===== src/rtl/updown_cmd_sequencer.sv =====
// ============================================================================
// updown_cmd_sequencer
// ----------------------------------------------------------------------------
// Shares a single up/down counter between two requesters (A and B). Each
// requester presents a {dir, len} command over a valid/ready handshake. A
// round-robin arbiter grants one command at a time. The sequencer then drives
// the counter's up/down enables for len cycles and keeps a shadow copy of the
// counter value in count.
//
// Optional feature (compile-time macro UDC_SAT_EN):
//   Steps that would leave [LIMIT_LO, LIMIT_HI] are not issued. The command
//   ends early and reports sat_hit. When the macro is undefined, count wraps
//   modulo 2^CW and sat_hit is always 0.
//
// Parameters:
//   CW        counter / shadow width
//   LW        command length width
//   LIMIT_HI  upper count limit (saturating build only)
//   LIMIT_LO  lower count limit (saturating build only)
//
// Ports:
//   clk, rst_n                 clock (rising edge), async active-low reset
//   a_valid/a_ready/a_dir/a_len requester A command handshake and fields
//   b_valid/b_ready/b_dir/b_len requester B command handshake and fields
//   up, down                   registered counter enables
//   count                      shadow counter value
//   busy                       high while a command is running or completing
//   done                       one-cycle completion pulse
//   done_id                    owner of the completed command (0 = A, 1 = B)
//   sat_hit                    completed command was cut short by a limit
// ============================================================================
module updown_cmd_sequencer #(
    parameter int CW       = 8,
    parameter int LW       = 8,
    parameter int LIMIT_HI = 255,
    parameter int LIMIT_LO = 0
) (
    input  logic          clk,
    input  logic          rst_n,
    input  logic          a_valid,
    output logic          a_ready,
    input  logic          a_dir,
    input  logic [LW-1:0] a_len,
    input  logic          b_valid,
    output logic          b_ready,
    input  logic          b_dir,
    input  logic [LW-1:0] b_len,
    output logic          up,
    output logic          down,
    output logic [CW-1:0] count,
    output logic          busy,
    output logic          done,
    output logic          done_id,
    output logic          sat_hit
);

    typedef enum logic [1:0] {
        IDLE = 2'd0,
        RUN  = 2'd1,
        DONE = 2'd2
    } state_t;

    state_t        state;
    logic          prio_b;      // 1: B holds round-robin priority
    logic          owner;       // requester of the command in flight
    logic          dir_r;       // direction of the command in flight
    logic [LW-1:0] remaining;   // steps still to issue after the current one
    logic          sat_r;

    logic          grant_a;
    logic          grant_b;
    logic          accept;
    logic          acc_dir;
    logic [LW-1:0] acc_len;
    logic          blk_acc;     // first step of the incoming command is blocked
    logic          blk_run;     // next step of the running command is blocked

    // Limits must describe a non-empty range representable in CW bits.
    if (LIMIT_LO > LIMIT_HI) begin : g_bad_limit_order
        $error("updown_cmd_sequencer: LIMIT_LO must not exceed LIMIT_HI");
    end
    if (LIMIT_HI >= (2 ** CW)) begin : g_bad_limit_width
        $error("updown_cmd_sequencer: LIMIT_HI does not fit in CW bits");
    end

    function automatic logic [CW-1:0] step_count(input logic [CW-1:0] c,
                                                 input logic          d);
        return d ? c + 1'b1 : c - 1'b1;
    endfunction

`ifdef UDC_SAT_EN
    localparam logic [CW-1:0] HI_C = LIMIT_HI[CW-1:0];
    localparam logic [CW-1:0] LO_C = LIMIT_LO[CW-1:0];

    // A step is blocked when count already sits on the limit it moves toward.
    function automatic logic step_blocked(input logic [CW-1:0] c,
                                          input logic          d);
        return d ? (c >= HI_C) : (c <= LO_C);
    endfunction

    assign blk_acc = step_blocked(count, acc_dir);
    assign blk_run = step_blocked(count, dir_r);
`else
    assign blk_acc = 1'b0;
    assign blk_run = 1'b0;
`endif

    // Arbitration: a lone valid requester wins; on contention the priority
    // holder wins. Ready is only offered in IDLE and never while in reset.
    assign grant_a = (state == IDLE) && a_valid && (!b_valid || !prio_b);
    assign grant_b = (state == IDLE) && b_valid && (!a_valid ||  prio_b);
    assign a_ready = rst_n && grant_a;
    assign b_ready = rst_n && grant_b;
    assign accept  = a_ready || b_ready;
    assign acc_dir = grant_b ? b_dir : a_dir;
    assign acc_len = grant_b ? b_len : a_len;

    assign busy    = (state != IDLE);
    assign done_id = owner;
    assign sat_hit = sat_r;

    // Direction is pure command data; it is only meaningful while a command
    // is in flight, so it carries no reset.
    always_ff @(posedge clk) begin
        if (accept) begin
            dir_r <= acc_dir;
        end
    end

    // The first step is issued on the accept edge so the pulse and the count
    // update appear in the same cycle.
    always_ff @(posedge clk or negedge rst_n) begin
        if (!rst_n) begin
            state     <= IDLE;
            prio_b    <= 1'b0;
            owner     <= 1'b0;
            remaining <= '0;
            up        <= 1'b0;
            down      <= 1'b0;
            count     <= '0;
            done      <= 1'b0;
            sat_r     <= 1'b0;
        end else begin
            case (state)
                IDLE: begin
                    if (accept) begin
                        prio_b <= grant_a;
                        owner  <= grant_b;
                        if (acc_len == '0) begin
                            state <= DONE;
                            done  <= 1'b1;
                        end else if (blk_acc) begin
                            state <= DONE;
                            done  <= 1'b1;
                            sat_r <= 1'b1;
                        end else begin
                            state     <= RUN;
                            up        <= acc_dir;
                            down      <= ~acc_dir;
                            count     <= step_count(count, acc_dir);
                            remaining <= acc_len - 1'b1;
                        end
                    end
                end
                RUN: begin
                    if (remaining == '0) begin
                        state <= DONE;
                        up    <= 1'b0;
                        down  <= 1'b0;
                        done  <= 1'b1;
                    end else if (blk_run) begin
                        state <= DONE;
                        up    <= 1'b0;
                        down  <= 1'b0;
                        done  <= 1'b1;
                        sat_r <= 1'b1;
                    end else begin
                        up        <= dir_r;
                        down      <= ~dir_r;
                        count     <= step_count(count, dir_r);
                        remaining <= remaining - 1'b1;
                    end
                end
                DONE: begin
                    state <= IDLE;
                    done  <= 1'b0;
                    sat_r <= 1'b0;
                end
                default: begin
                    state <= IDLE;
                    up    <= 1'b0;
                    down  <= 1'b0;
                    done  <= 1'b0;
                    sat_r <= 1'b0;
                end
            endcase
        end
    end

endmodule


===== config.mk =====
export PLATFORM = sky130hd
export DESIGN_NAME = updown_cmd_sequencer
export DESIGN_NICKNAME = d
export VERILOG_FILES = /design/src/rtl/updown_cmd_sequencer.sv
export SDC_FILE = /design/constraint.sdc
export NUM_CORES = 1
export LEC_CHECK = 0
export ABC_AREA = 1
export CORE_ASPECT_RATIO = 0.8
export CORE_UTILIZATION = 35
export DETAILED_ROUTE_END_ITERATION = 6
export DONT_BUFFER_PORTS = 1
export GPL_ROUTABILITY_DRIVEN = 0
export RECOVER_POWER = 100
export SETUP_SLACK_MARGIN = 0.4
export SYNTH_ARGS = -nofsm -noshare
export SYNTH_HDL_FRONTEND = slang
export SYNTH_SLANG_ARGS = --single-unit

===== constraint.sdc =====
create_clock -name clk -period 3.2 [get_ports clk]
set_input_delay 0 -clock clk [delete_from_list [all_inputs] [get_ports clk]]
set_output_delay 0 -clock clk [all_outputs]
set_load 0.02 [all_outputs]

After elaboration in Yosys (flattened, before gate mapping)
Index checks and enable logic that the tools add are counted.

$add $sub $neg: 4. Eq/ne operators: 7. Multiplexer cells: 28. Bitwise logic cells: 3. Reductions and logical operators: 22.

Operators with widths (count): 8-bit two-way mux (9); 8-bit case mux with 2 select lines (2); 8-bit by 1-bit subtractor with 8-bit output (second input constant) (3); 8-bit zero test (2); 1-bit two-way mux (10); 8-bit by 1-bit adder with 8-bit output (second input constant) (1); 2-bit != test (second input constant) (4); 1-bit logical AND (6); 2-bit two-way mux (3); 1-bit case mux with 3 select lines (2); 3-bit AND reduction (2); 2-bit case mux with 2 select lines (1); 2-bit AND reduction (2); 4-bit AND reduction (1); 2-bit nonzero test (2); 1-bit zero test (3); 1-bit logical OR (3); 1-bit NOT (3); 2-bit by 1-bit == test with 1-bit output (second input constant) (1); 2-bit == test (second input constant) (1); 2-bit zero test (1); 2-bit by 1-bit != test with 1-bit output (second input constant) (1); 1-bit case mux with 2 select lines (1).

Bits in registers: 24. Input port bits: 22. Output and inout bits: 16. Word-level logic and storage cells: 73.

Longest topological paths before layout
Depth in word-level cells: 8. Mapped depth: 15. Depth with buffers taken out: 15.

Least setup slack after synthesis
OpenSTA, ideal clock, no wires.

Path kind: register to register. Start point: register state[0]. End point: register remaining[6]. Library setup time: 116 ps. Data arrival time: 1684 ps. Data required time: 3084 ps. Setup slack: 1400 ps. Cell stages (with the launch flop): 15. Path buffers: 1. Period minus slack after synthesis: 1800 ps. Path through: dfrtp_1 nor2_4 nand3_4 buf_6 nand2_1 nand3_1 nand2_1 ha_1 inv_1 nor2_1 nand3_1 nand2_1 nand2_1 nand2_1 nand2_1.

Cells in the longest elaborated chain, start to end: 8. Elaborated cells on any way between the ends: 20. Those cells by class: add/sub: 1; eq/ne: 4; mux: 4; reduce/logical: 11.

Ends and longest elaborated chain: start, declared (RTL line 63) `state_t state;`; start signal, assigned (RTL line 134) `state <= IDLE;`; start signal, assigned (RTL line 150) `state <= DONE;`; start signal, assigned (RTL line 153) `state <= DONE;`; 2-bit zero test (RTL line 110, 111, 144); 1-bit logical AND (2 in series) (RTL line 111) `assign grant_b = (state == IDLE) && b_valid && (!a_valid || prio_b);`; 8-bit two-way mux (RTL line 116) `assign acc_len = grant_b ? b_len : a_len;`; 8-bit by 1-bit subtractor with 8-bit output (RTL line 161) `remaining <= acc_len - 1'b1;`; 8-bit two-way mux (RTL line 149) `if (acc_len == '0) begin`; 8-bit two-way mux (RTL line 146) `if (accept) begin`; 8-bit case mux with 2 select lines (RTL line 144) `case (state)`; end signal, assigned (RTL line 161); end signal, assigned (RTL line 181) `remaining <= remaining - 1'b1;`; end, declared (RTL line 67) `logic [LW-1:0] remaining;`.

Parallel ways exist; a longest one is shown, timed or not. The select of a mux whose other input is x is not followed. A chain may end at the register's enable or synchronous reset.

Final worst setup path
Start point: register remaining[7]. End point: register remaining[1].

Cells in the longest elaborated chain, start to end: 3.

Ends and longest elaborated chain: 8-bit zero test (RTL line 166) `if (remaining == '0) begin`; 2-bit != test (no line); 4-bit AND reduction (no line).

No other way between the ends.

==> results_dict.tcl <==
set metrics [dict create \
    slew_headroom 0.0351 \
    period_minus_slack_ns 2.44 \
    dpl.hpwl_um 3750 \
    crit_type "register to register" \
    fp-row-count 24 \
    leakage_nw 1.16 \
    fillCellCount 629 \
    power_switching_share 0.232 \
    die_x_um 88.1 \
    vias 1926 \
    syn-num-nets 349 \
    cts_root_buf "clkbuf_8" \
    drc 0 \
    cts.sink_count 24 \
    coreArea_sq_mm 0.00559 \
    htreeDepth 1 \
    muxShareOfSynthArea 0 \
    cp.arrival_ns 2.62 \
    drt_pre_antenna_iters 4 \
    grt_max_degree 27 \
    drtAntennaViolNets 0 \
    diodes 0 \
    portBuffers 0 \
    routedWlPerCell_um 12.5 \
    synth-edff-count 1 \
    synthSimpleGateAreaFrac 0.399 \
    cts.clk_slew.worst_paths_ns 0.09 \
    internal_power_mw 0.403 \
    die-area_sq_mm 0.00624 \
    start_kind "register" \
    utilization 0.380 \
    grt_pass1_vias 1776 \
    antenna_found_initial 0 \
    drt_wl_total_um 4990 \
    switching_power_mw 0.122 \
    grt_use_total 0.174 \
    fmax_mhz 410 \
    synth-async-reset-ratio 0.958 \
    tns_ns 0 \
    cts_resized 0 \
    drive_above_1_share 0.0563 \
    cts_tree "done" \
    dominantRegCellSynth "dfrtp_1" \
    initial_core_util 0.371 \
    ys_seq_area_frac 0.292 \
    max-cap-violations 0 \
    fin_nets 346 \
    synth_top_family_by_area "simple AND/OR/NAND/NOR gates" \
    dieHeight_um 70.8 \
    status "completed" \
    yosysWarnings 0 \
    rsz0062_at_grt "false" \
    area_delta_synth_final_pct 2.29 \
    critPathCaptureType "register" \
    postCtsSetupRepairBufs 0 \
    drt-initial-drc-count 132 \
    powerDensity_mw_per_mm2 247 \
    vias_per_cell 4.84 \
    final_max_slew_viol_count 0 \
    clk_path_buf_depth 2 \
    cts-buffers-inserted 3 \
    finalSetupViolCount 0 \
    grt_pass1_wl_um 8440 \
    fin_crit_sh 0.762 \
    hold_viol 0 \
    insertion_delay_ns 0.27 \
    clock_skew_ns 0.00472 \
    ir_drop_mv 0.131 \
    ys_types 31 \
    worstMarginPinSlew_ns 1.43 \
    synth_area_per_cell_sq_um 6.40 \
    p_seq_frac 0.581 \
    postCtsHoldBufs 2 \
    synth_xor_area_frac 0.0507 \
    cp_max_fo 26 \
    ios 38 \
    synth_area_sq_mm 0.00207 \
    synthAdderAreaFrac 0.0181 \
    share_comb_of_total_power 0.062 \
    synth-compound-area-share 0.115 \
    hold_path_class "primary input to register" \
    postSynthCellCount 324 \
    ys_seq_elements 24 \
    clkPwrFrac 0.358 \
    grt-ovfl-total 0 \
    crit_required_ns 3.38 \
]
==> cell families (layout without fill, tap and decap cells) <==
logic type / Yosys count / after routing
simple gates: 191 / 191
buf+inv: 58 / 54
compound gates: 35 / 35
flops: 24 / 24
xor+xnor: 12 / 12
fa+ha+maj: 3 / 3
other cells: 1 / 1
==> cell usage in the layout, fill, tap and decap left out, drive strengths merged, types with 4 or more instances in the layout <==
cell and instances:
xor2 9, nor2 15, inv 48, clkbuf 5, dfrtp 23, nand2 129
nand3 38, o21ai 31, nand4 4
==> final cells by class <==
class	count	area, sq um	share of cell area
Sequential cell	24	606	0.286
Inverter	48	180	0.0850
Multi-Input combinational cell	242	1180	0.556
Timing Repair Buffer	2	13.8	0.00649
Tap cell	78	97.6	0.0460
Clock buffer	4	45.0	0.0212
==> power by group through the flow <==
stage / clock network [mW] / registers, mW / logic, mW
after global placement: 0 / 0.311 / 0.0248
final: 0.188 / 0.305 / 0.0323
after CTS: 0.197 / 0.305 / 0.0358
after detailed placement: 0 / 0.311 / 0.0251
after floorplan: 0 / 0.311 / 0.0212
after global routing: 0.208 / 0.305 / 0.0379
==> Yosys cell counts (2+ instances only) <==
master   instances  area (sq um)
buf_6            3          33.8
nand2_2          5          31.3
buf_2            3          15.0
nand4_1          4          25.0
nand2_1        123           462
buf_4            3          22.5
o21ai_1          4          20.0
inv_2            2          7.51
inv_1           46           173
nor3_1           3          15.0
nor2_1          13          48.8
nand3_1         37           185
xor2_1           9          78.8
dfrtp_1         23           576
o21ai_2         12           105
ha_1             3          37.5
o21ai_0         14          70.1
o22ai_1          2          12.5
xnor2_1          3          26.3
==> registers in the layout, indices dropped and copies added, names as in the netlist <==
register and flops:
down 1, count 8, state 2, done 1, up 1, prio_b 1, dir_r 1, remaining 8
done_id 1
==> stage by stage <==
stage	total power [mW]	area, sq um	instances	hold WS, ns	setup slack (ns)
2_1_floorplan	0.332	2070	324	-0.296	1.40
3_3_place_gp	0.336	2100	392	-0.295	0.949
3_5_place_dp	0.336	2100	392	-0.295	0.861
4_1_cts	0.537	2170	398	0.0167	0.853
5_1_grt	0.551	2120	398	0.0241	0.498
6_report	0.525	2120	398	0.0146	0.763
==> worst max-delay path, cell delays in order (launching register included) <==
cell	delay (ns)
dfrtp_1	0.41
nor2_1	0.09
nand3_1	0.08
o21ai_0	1.11
nand2_4	0.37
o21ai_0	0.28
==> layer usage <==
layer,part of all wire,up-vias,track usage
li1,-,1003,-
met1,0.49,883,0.230
met2,0.45,38,0.286
met3,0.054,2,0.0467
met4,0.0060,0,0.0376
met5,0,-,0
==> final timing paths <==
path	slack, ns	cells after the start	end	start
max	0.76	5	remaining[1]	remaining[7]
min	0.01	2	prio_b	rst_n
max reg2reg	0.76	5	remaining[1]	remaining[7]
min reg2reg	0.52	2	remaining[5]	remaining[5]
max in group asynchronous	1.84	2	state[1]	rst_n
min in group asynchronous	0.58	2	remaining[5]	rst_n
Note: power is estimated with default switching activity, not from simulation.
